$ cat src/rtl/uart_cmd_pkg.sv
// Shared types and character constants for the UART command parser.
package uart_cmd_pkg;

    typedef enum logic [1:0] {
        WAIT_OP = 2'd0,
        ARGS    = 2'd1,
        HOLD    = 2'd2
    } state_t;

    localparam logic [7:0] CH_DOLLAR = 8'h24;
    localparam logic [7:0] CH_PLUS   = 8'h2b;

endpackage

$ cat src/rtl/hex_nibble_dec.sv
// ASCII hex digit decoder: '0'-'9', 'a'-'f', 'A'-'F' to a 4-bit value.
module hex_nibble_dec (
    input  logic [7:0] ch,
    output logic [3:0] value,
    output logic       is_hex
);

    always_comb begin
        value  = 4'h0;
        is_hex = 1'b0;
        if (ch >= 8'h30 && ch <= 8'h39) begin
            value  = ch[3:0];
            is_hex = 1'b1;
        end else if ((ch >= 8'h61 && ch <= 8'h66) || (ch >= 8'h41 && ch <= 8'h46)) begin
            // low nibble of 'a'/'A' is 1, so +9 lands on 10
            value  = ch[3:0] + 4'd9;
            is_hex = 1'b1;
        end
    end

endmodule

$ cat src/rtl/uart_cmd_parser.sv
// Parses "$<op><hex...>+" commands from a toggle-flagged UART byte stream with echo.
// Define UART_CMD_PARSER_STRICT_HEX_EN to reject non-hex argument bytes (sets err).
module uart_cmd_parser
    import uart_cmd_pkg::*;
#(
    parameter int MAX_NIBBLES = 16
) (
    input  logic        clk,
    input  logic        reset,
    input  logic [7:0]  rx_rch,
    input  logic        rx_rcv,
    output logic        cmd_valid,
    input  logic        cmd_ready,
    output logic [7:0]  cmd_op,
    output logic [63:0] cmd_data,
    output logic [4:0]  cmd_nibbles,
    output logic        echo_valid,
    input  logic        echo_ready,
    output logic [7:0]  echo_ch,
    output logic        err
);

    localparam int          DATA_BITS = 4 * MAX_NIBBLES;
    localparam logic [63:0] DATA_MASK = {64{1'b1}} >> (64 - DATA_BITS);
    localparam logic [4:0]  NIB_MAX   = 5'(MAX_NIBBLES);

    state_t      state, state_n;
    logic        rcv_q;
    logic        byte_ev;
    logic        valid_n;
    logic [7:0]  op_n;
    logic [63:0] data_n;
    logic [4:0]  nib_n;
    logic        echo_new, err_set, err_clr, overrun;
    logic [3:0]  hex_val, nib_val;
    logic        is_hex;

    hex_nibble_dec u_dec (
        .ch     (rx_rch),
        .value  (hex_val),
        .is_hex (is_hex)
    );

    assign byte_ev = (rx_rcv != rcv_q);
    assign nib_val = is_hex ? hex_val : 4'h0;
    assign overrun = echo_new && echo_valid && !echo_ready;

    always_comb begin
        state_n  = state;
        valid_n  = cmd_valid;
        op_n     = cmd_op;
        data_n   = cmd_data;
        nib_n    = cmd_nibbles;
        echo_new = 1'b0;
        err_set  = 1'b0;
        err_clr  = 1'b0;
        if (state == HOLD) begin
            // command is frozen; any incoming byte is lost
            if (byte_ev) err_set = 1'b1;
            if (cmd_valid && cmd_ready) begin
                valid_n = 1'b0;
                op_n    = 8'h00;
                data_n  = 64'h0;
                nib_n   = 5'd0;
                state_n = WAIT_OP;
            end
        end else if (byte_ev) begin
            if (rx_rch == CH_DOLLAR) begin
                op_n     = 8'h00;
                data_n   = 64'h0;
                nib_n    = 5'd0;
                state_n  = WAIT_OP;
                echo_new = 1'b1;
                err_clr  = 1'b1;
            end else if (rx_rch == CH_PLUS) begin
                valid_n = 1'b1;
                state_n = HOLD;
                if (state == WAIT_OP) op_n = 8'h00;
            end else if (state == WAIT_OP) begin
                op_n     = rx_rch;
                state_n  = ARGS;
                echo_new = 1'b1;
            end else begin
                echo_new = 1'b1;
`ifdef UART_CMD_PARSER_STRICT_HEX_EN
                if (!is_hex) begin
                    err_set = 1'b1;
                end else begin
                    data_n = {cmd_data[59:0], nib_val} & DATA_MASK;
                    nib_n  = (cmd_nibbles < NIB_MAX) ? cmd_nibbles + 5'd1 : cmd_nibbles;
                end
`else
                data_n = {cmd_data[59:0], nib_val} & DATA_MASK;
                nib_n  = (cmd_nibbles < NIB_MAX) ? cmd_nibbles + 5'd1 : cmd_nibbles;
`endif
            end
        end
    end

    always_ff @(posedge clk) begin
        rcv_q <= rx_rcv;
        if (reset) begin
            state       <= WAIT_OP;
            cmd_valid   <= 1'b0;
            cmd_op      <= 8'h00;
            cmd_data    <= 64'h0;
            cmd_nibbles <= 5'd0;
            echo_valid  <= 1'b0;
            echo_ch     <= 8'h00;
            err         <= 1'b0;
        end else begin
            state       <= state_n;
            cmd_valid   <= valid_n;
            cmd_op      <= op_n;
            cmd_data    <= data_n;
            cmd_nibbles <= nib_n;
            if (echo_new) begin
                echo_valid <= 1'b1;
                echo_ch    <= rx_rch;
            end else if (echo_valid && echo_ready) begin
                echo_valid <= 1'b0;
            end
            // '$' restarts a session, so its clear wins over a same-cycle overrun
            err <= err_clr ? 1'b0 : (err | err_set | overrun);
        end
    end

endmodule

$ cat config.mk
export PLATFORM = sky130hd
export DESIGN_NAME = uart_cmd_parser
export DESIGN_NICKNAME = d
export VERILOG_FILES = /design/src/rtl/uart_cmd_pkg.sv /design/src/rtl/hex_nibble_dec.sv /design/src/rtl/uart_cmd_parser.sv
export SDC_FILE = /design/constraint.sdc
export NUM_CORES = 1
export LEC_CHECK = 0
export BUFFER_PORTS_ARGS = -buffer_cell sky130_fd_sc_hd__buf_2
export CAP_MARGIN = 20
export CORE_MARGIN = 2
export CORE_UTILIZATION = 46
export DETAILED_ROUTE_END_ITERATION = 7
export PLACE_DENSITY = 0.75
export SYNTH_ARGS = -nofsm -noshare
export SYNTH_HDL_FRONTEND = slang
export SYNTH_SLANG_ARGS = --single-unit
$ cat constraint.sdc
create_clock -name clk -period 1.9 [get_ports clk]
set_clock_uncertainty 0.2 [all_clocks]
set_input_delay 0.19 -clock clk [delete_from_list [all_inputs] [get_ports clk]]
set_output_delay 0.19 -clock clk [all_outputs]
set_load 0.01 [all_outputs]
# After elaboration in Yosys (flattened, before gate mapping)
# Index checks and enable logic that the tools add are counted.
dict set report classes {
  order_cmp 7
  n_bitwise 2
  div 0
  mul 0
  reduce_logical 22
  n_shift 0
  n_addsub 2
  eq_ne 8
  muxes 47
}
# cell n
set op_table {}
lappend op_table {{64-bit 2-to-1 mux} 6}
lappend op_table {{8-bit 2-to-1 mux} 7}
lappend op_table {{5-bit 2-to-1 mux} 7}
lappend op_table {{1-bit 2-to-1 mux} 18}
lappend op_table {{8-bit by 6-bit equality test with 1-bit output, second input constant} 2}
lappend op_table {{8-bit by 7-bit >= comparator with 1-bit output, second input constant} 2}
lappend op_table {{8-bit by 7-bit less-or-equal comparator with 1-bit output, second input constant} 2}
lappend op_table {{2-bit 2-to-1 mux} 6}
lappend op_table {{4-bit 2-to-1 mux} 3}
lappend op_table {{8-bit by 6-bit >= comparator with 1-bit output, second input constant} 1}
lappend op_table {{8-bit by 6-bit less-or-equal comparator with 1-bit output, second input constant} 1}
lappend op_table {{4-bit AND reduction} 2}
lappend op_table {{1-bit logical AND} 7}
lappend op_table {{3-bit inequality test, second input constant} 2}
lappend op_table {{3-bit AND reduction} 2}
lappend op_table {{2-bit nonzero test} 3}
lappend op_table {{3-bit nonzero test} 2}
lappend op_table {{5-bit by 1-bit adder with 5-bit output, second input constant} 1}
lappend op_table {{5-bit less-than comparator, second input constant} 1}
lappend op_table {{5-bit AND reduction} 1}
lappend op_table {{4-bit adder, second input constant} 1}
lappend op_table {{4-bit nonzero test} 1}
lappend op_table {{2-bit equality test, second input constant} 1}
lappend op_table {{2-bit zero test} 1}
lappend op_table {{other kinds (7)} 8}
dict set report word_totals {
  rom_bits 0
  input_bits 13
  memories 0
  word_cells 97
  output_inout_bits 88
  regBits 91
  ram_bits 0
  latch_bits 0
}

# Longest topological paths before layout
dict set report depth {
  word_depth 11
  mapped_depth 8
  depth_no_buf 6
}

# Cells and area by module
# Synthesis repeated with hierarchy kept, for this count alone.
dict set report unflattened {
  hier_cells 437
  area_unflattened_um2 4351.7
}
# mod n_inst seq_area_each_um2 cells_per_inst area_each_um2
set by_module_without_submodules {}
lappend by_module_without_submodules {uart_cmd_parser 1 1821.7 418 4174.0}
lappend by_module_without_submodules {hex_nibble_dec 1 0.0 19 177.7}

# Worst setup path after synthesis
# OpenSTA, ideal clock, no wires.
dict set report synth_timing {
  kind {in2reg}
  startpoint {in rx_rch[1]}
  endpoint {reg cmd_data[2]}
  setup_ns 0.133
  cell_stages 8
  arrival_time_ns 1.537
  path_slack_ns 0.030
  n_path_buf 2
  required_time_ns 1.567
  cell_sequence {inv_1 -> ha_1 -> nor4bb_4 -> and2_1 -> o311a_1 -> buf_6 -> buf_4 -> o32ai_1}
}
dict set report synth_between {
  elab_chain_len 11
  elab_cells_between_ends 26
  cone_classes {1 x add/sub; 6 x order compare; 4 x eq/ne; 10 x mux; 5 x reduce/logical}
}
# item line_no
set synth_rtl {}
lappend synth_rtl {{start, declared} uart_cmd_parser.sv:10} ;# input logic [7:0] rx_rch,
lappend synth_rtl {{8-bit by 7-bit >= comparator with 1-bit output or 8-bit by 7-bit less-or-equal comparator with 1-bit output (tied branches)} hex_nibble_dec.sv:14} ;# end else if ((ch >= 8'h61 && ch <= 8'h66) || (ch >= 8'h41 && ch <= 8'h46)) begin
lappend synth_rtl {{1-bit logical AND} hex_nibble_dec.sv:14}
lappend synth_rtl {{1-bit logical OR} hex_nibble_dec.sv:14}
lappend synth_rtl {{4-bit 2-to-1 mux or 1-bit 2-to-1 mux (tied branches)} hex_nibble_dec.sv:14}
lappend synth_rtl {{4-bit 2-to-1 mux or 1-bit 2-to-1 mux (tied branches)} hex_nibble_dec.sv:11} ;# if (ch >= 8'h30 && ch <= 8'h39) begin
lappend synth_rtl {{4-bit 2-to-1 mux} uart_cmd_parser.sv:45} ;# assign nib_val = is_hex ? hex_val : 4'h0;
lappend synth_rtl {{64-bit 2-to-1 mux} uart_cmd_parser.sv:79} ;# end else if (state == WAIT_OP) begin
lappend synth_rtl {{64-bit 2-to-1 mux} uart_cmd_parser.sv:75} ;# end else if (rx_rch == CH_PLUS) begin
lappend synth_rtl {{64-bit 2-to-1 mux} uart_cmd_parser.sv:68} ;# if (rx_rch == CH_DOLLAR) begin
lappend synth_rtl {{64-bit 2-to-1 mux} uart_cmd_parser.sv:67} ;# end else if (byte_ev) begin
lappend synth_rtl {{64-bit 2-to-1 mux} uart_cmd_parser.sv:57} ;# if (state == HOLD) begin
lappend synth_rtl {{end signal, assigned} uart_cmd_parser.sv:115} ;# cmd_data <= data_n;
lappend synth_rtl {{end, declared} uart_cmd_parser.sv:15} ;# output logic [63:0] cmd_data,
# Parallel ways exist; a longest one is shown, timed or not. The select of a mux whose other input is x is not followed.
# A chain may end at the register's enable or synchronous reset.

# Worst setup path in the final report
dict set report layout_timing {
  startpoint {reg rcv_q}
  endpoint {reg cmd_nibbles[3]}
}
dict set report layout_between {
  elab_chain_len 3
}
# item line_no
set layout_rtl {}
lappend layout_rtl {{start, declared} uart_cmd_parser.sv:28} ;# logic rcv_q;
lappend layout_rtl {{start signal, assigned} uart_cmd_parser.sv:101} ;# rcv_q <= rx_rcv;
lappend layout_rtl {{1-bit inequality test} uart_cmd_parser.sv:44} ;# assign byte_ev = (rx_rcv != rcv_q);
lappend layout_rtl {{2-bit nonzero test (no source line)} -}
lappend layout_rtl {{5-bit AND reduction (no source line)} -}
lappend layout_rtl {{end signal, assigned} uart_cmd_parser.sv:116} ;# cmd_nibbles <= nib_n;
lappend layout_rtl {{end, declared} uart_cmd_parser.sv:16} ;# output logic [4:0] cmd_nibbles,
# No other way between the ends.

==> results.ini <==
[final_layout]
drive_gt1_frac = 0.3248
syn2layout_area_growth_pct = 30.35
antenna_cells = 0
nFillCells = 681
nets = 517

[timing]
worst_slack_ns = 0.06069
slew_headroom = 0.7253
min_period_ns = 1.839
hold_ws_ns = 0.02122
worstMarginPinSlew_ns = 0.4088
rsz0062_at_grt = no
setup_viol = 0
max_freq_mhz = 543.7
hold_viol = 0
period_share = 0.9681
final_max_slew_viol_count = 0

[clock_network]
clock_sinks = 91
numCtsBuffers = 9
post_cts_buffers = 0
htreeDepth = 3
tritoncts = done
cts.path.max_buffers = 2
clkSlewWorstSetupHoldPaths_ns = 0.10
cts_root_buffer = clkbuf_8
insertion_delay_ns = 0.36

[synth]
synth_edf_count = 0
yosysSeqAreaShare = 0.5132
synth_ff_type = dfxtp_1
yosysUniqueCellTypes = 53
ys_seq_elements = 91
synth_area_sq_um = 3550
synthCells = 377
ys_warn_count = 0
syn-mean-instance-area_sq_um = 9.416
synth.largest_area_cell = dfxtp_1
synthArstFlopShare = 0
synth_top_area_share = 0.5132
syn_nets = 394
synth_area_leaders = dfxtp_1 (51%), o22ai_1 (10%), nand2_1 (7.2%)

[critical_path]
cp-start-kind = flop
rr_worst_depth = 6
critical_path.max_fanout = 14
cpMaxStageDelayCell = dfxtp_1
worst_ep_required_time_ns = 1.92
slowest_delay_ns = 0.42
path_cells = xor2_2, buf_4, a21oi_1, buf_12, o311ai_0, o211ai_1
cp.arrival_ns = 1.86
regToRegEndpoint = cmd_nibbles[3]
r2r_slack_ns = 0.06
end_kind = flop
reg2reg_from = rcv_q
crit_type = flop to flop

[place]
gp_congestion = 0.9717
pre_cts_ws_ns = -0.1210
hpwl_um = 6379
portBuffers = 100

[global_routing]
gr-usage-all-layers = 0.2206
grt_pass1_vias = 3177
grt.met1_usage = 0.2779
met3_usage = 0.05916
antenna_found_initial = 0
grt_max_degree = 62
grt_pass1_wl_um = 15040
met2_usage = 0.3591
grt_remaining_overflow = 0
grt-busiest-layer = met2

[die]
io_pins = 101
initial_core_util = 0.4666
die_width_um = 91.85
rows = 32
core_sq_um = 7607
die_h_um = 91.85
die_area_sq_um = 8436

[hold_path]
hold_start = rx_rch[4]
holdCritPathClass = input pin to flop
whs_path_depth = 3
hold_path_end = echo_ch[4]

[pwr]
seq_power_share = 0.530
powerDensity_nw_per_um2 = 800.4
vdd_drop_max_uv = 526.5
p_clk_frac = 0.345
leakagePower_uw = 0.002009
p_int_uw = 2683
switching_power_uw = 1021
pwr-share-comb = 0.124
power.share.switching = 0.2757

[routing]
drt_iter0_drc = 243
detail_route.wirelength_um = 9360
drc = 0
via_per_inst = 5.494
ant_nets = 0
first_pass_iters = 5
vias = 3335
post_drt_wl_per_cell_um = 15.42

[flow_run]
drv_cap = 0

[run_status]
status = complete, no violations

[placed cells by master, fill, tap and decap left out, types with 3 or more instances in the layout]
cell type,n
buf_2,100
dfxtp_1,91
nand2_1,68
o22ai_1,58
buf_4,26
a21oi_1,16
nor2_1,12
inv_1,10
clkbuf_8,10
dlygate4sd3_1,10
o21ai_0,9
mux2i_1,9
nand4_1,7
o32ai_1,7
nand3_1,6
buf_12,5
ha_1,4
nor2b_1,3
a211oi_1,3
nor3_1,3
[power by group through the flow]
stage	Combinational, uW	Clock, uW	Sequential (uW)
6_report	461	1280	1960
5_1_grt	500	1390	1970
4_1_cts	448	1310	1960
3_5_place_dp	430	0	2010
3_3_place_gp	423	0	2010
2_1_floorplan	252	0	2020
[layer usage]
metal,vias to the layer above,share of wire
met5,-,0
li1,1632,-
met2,116,0.49
met3,20,0.061
met1,1567,0.42
met4,0,0.023
[registers in the layout (all words and copies together), names as in the netlist]
register,flops
cmd_data,64
echo_ch,8
cmd_valid,1
cmd_op,8
err,1
cmd_nibbles,5
echo_valid,1
rcv_q,1
state,2
[worst max-delay path by stage]
stage / from / end
floorplan: rx_rch[1] / cmd_data[2]
global placement: rx_rch[1] / echo_ch[2]
detailed placement: rx_rch[1] / cmd_data[9]
CTS: rcv_q / cmd_nibbles[1]
global route: rcv_q / cmd_nibbles[3]
finish: rcv_q / cmd_nibbles[3]
[cell families (layout without fill, tap and decap cells)]
logic type	count (synthesis)	after routing	synth area share
and+or+nand+nor	118	118	0.1685
AOI/OAI and AO/OA	112	112	0.2122
DFF	91	91	0.5132
buffers and inverters	41	169	0.06168
muxes	9	9	0.02538
adders and majority gates	4	4	0.01410
xor gates and xnor gates	2	2	0.004936
[metrics by stage]
step,cell area [sq um],total power [uW],std cells,setup TNS (ns),utilization
after floorplan,3550,2271,377,0,-
after global placement,4304,2429,581,-1.896,0.5658
after detailed placement,4304,2437,581,-4.768,0.5658
after CTS,4598,3721,607,0,0.6044
after global routing,4627,3862,607,0,0.6082
final,4627,3703,607,0,0.6082
[synth_stat cells (all sizes together) (7+ instances only)]
master	number
dfxtp	91
nand2	68
o22ai	58
buf	19
a21oi	16
nor2	12
clkbuf	11
inv	10
o21ai	10
mux2i	9
o32ai	8
nand3	7
nand4	7
[worst max-delay path, delay by kind of cell, from the launching register on]
family / cells / cell delay [ns]
xor+xnor: 1 / 0.19
flops: 1 / 0.42
buf+inv: 2 / 0.31
compound gates: 3 / 0.58
[what timing repair did]
item,CTS,global route
hold endpoints to repair,14,0
endpoints found under the setup margin,0,28
gates resized for setup,0,5
hold buffers,10,0
[area by class of cell]
| class | instances | area (sq um) | share of cell area |
|---|---|---|---|
| Multi-Input combinational cell | 245 | 1535 | 0.3318 |
| Tap cell | 102 | 127.6 | 0.02758 |
| Inverter | 11 | 41.29 | 0.008924 |
| Clock buffer | 10 | 137.6 | 0.02975 |
| Timing Repair Buffer | 142 | 907.1 | 0.1961 |
| Sequential cell | 91 | 1822 | 0.3937 |
| Clock inverter | 6 | 56.30 | 0.01217 |
Power figures use the tool's default switching activity.
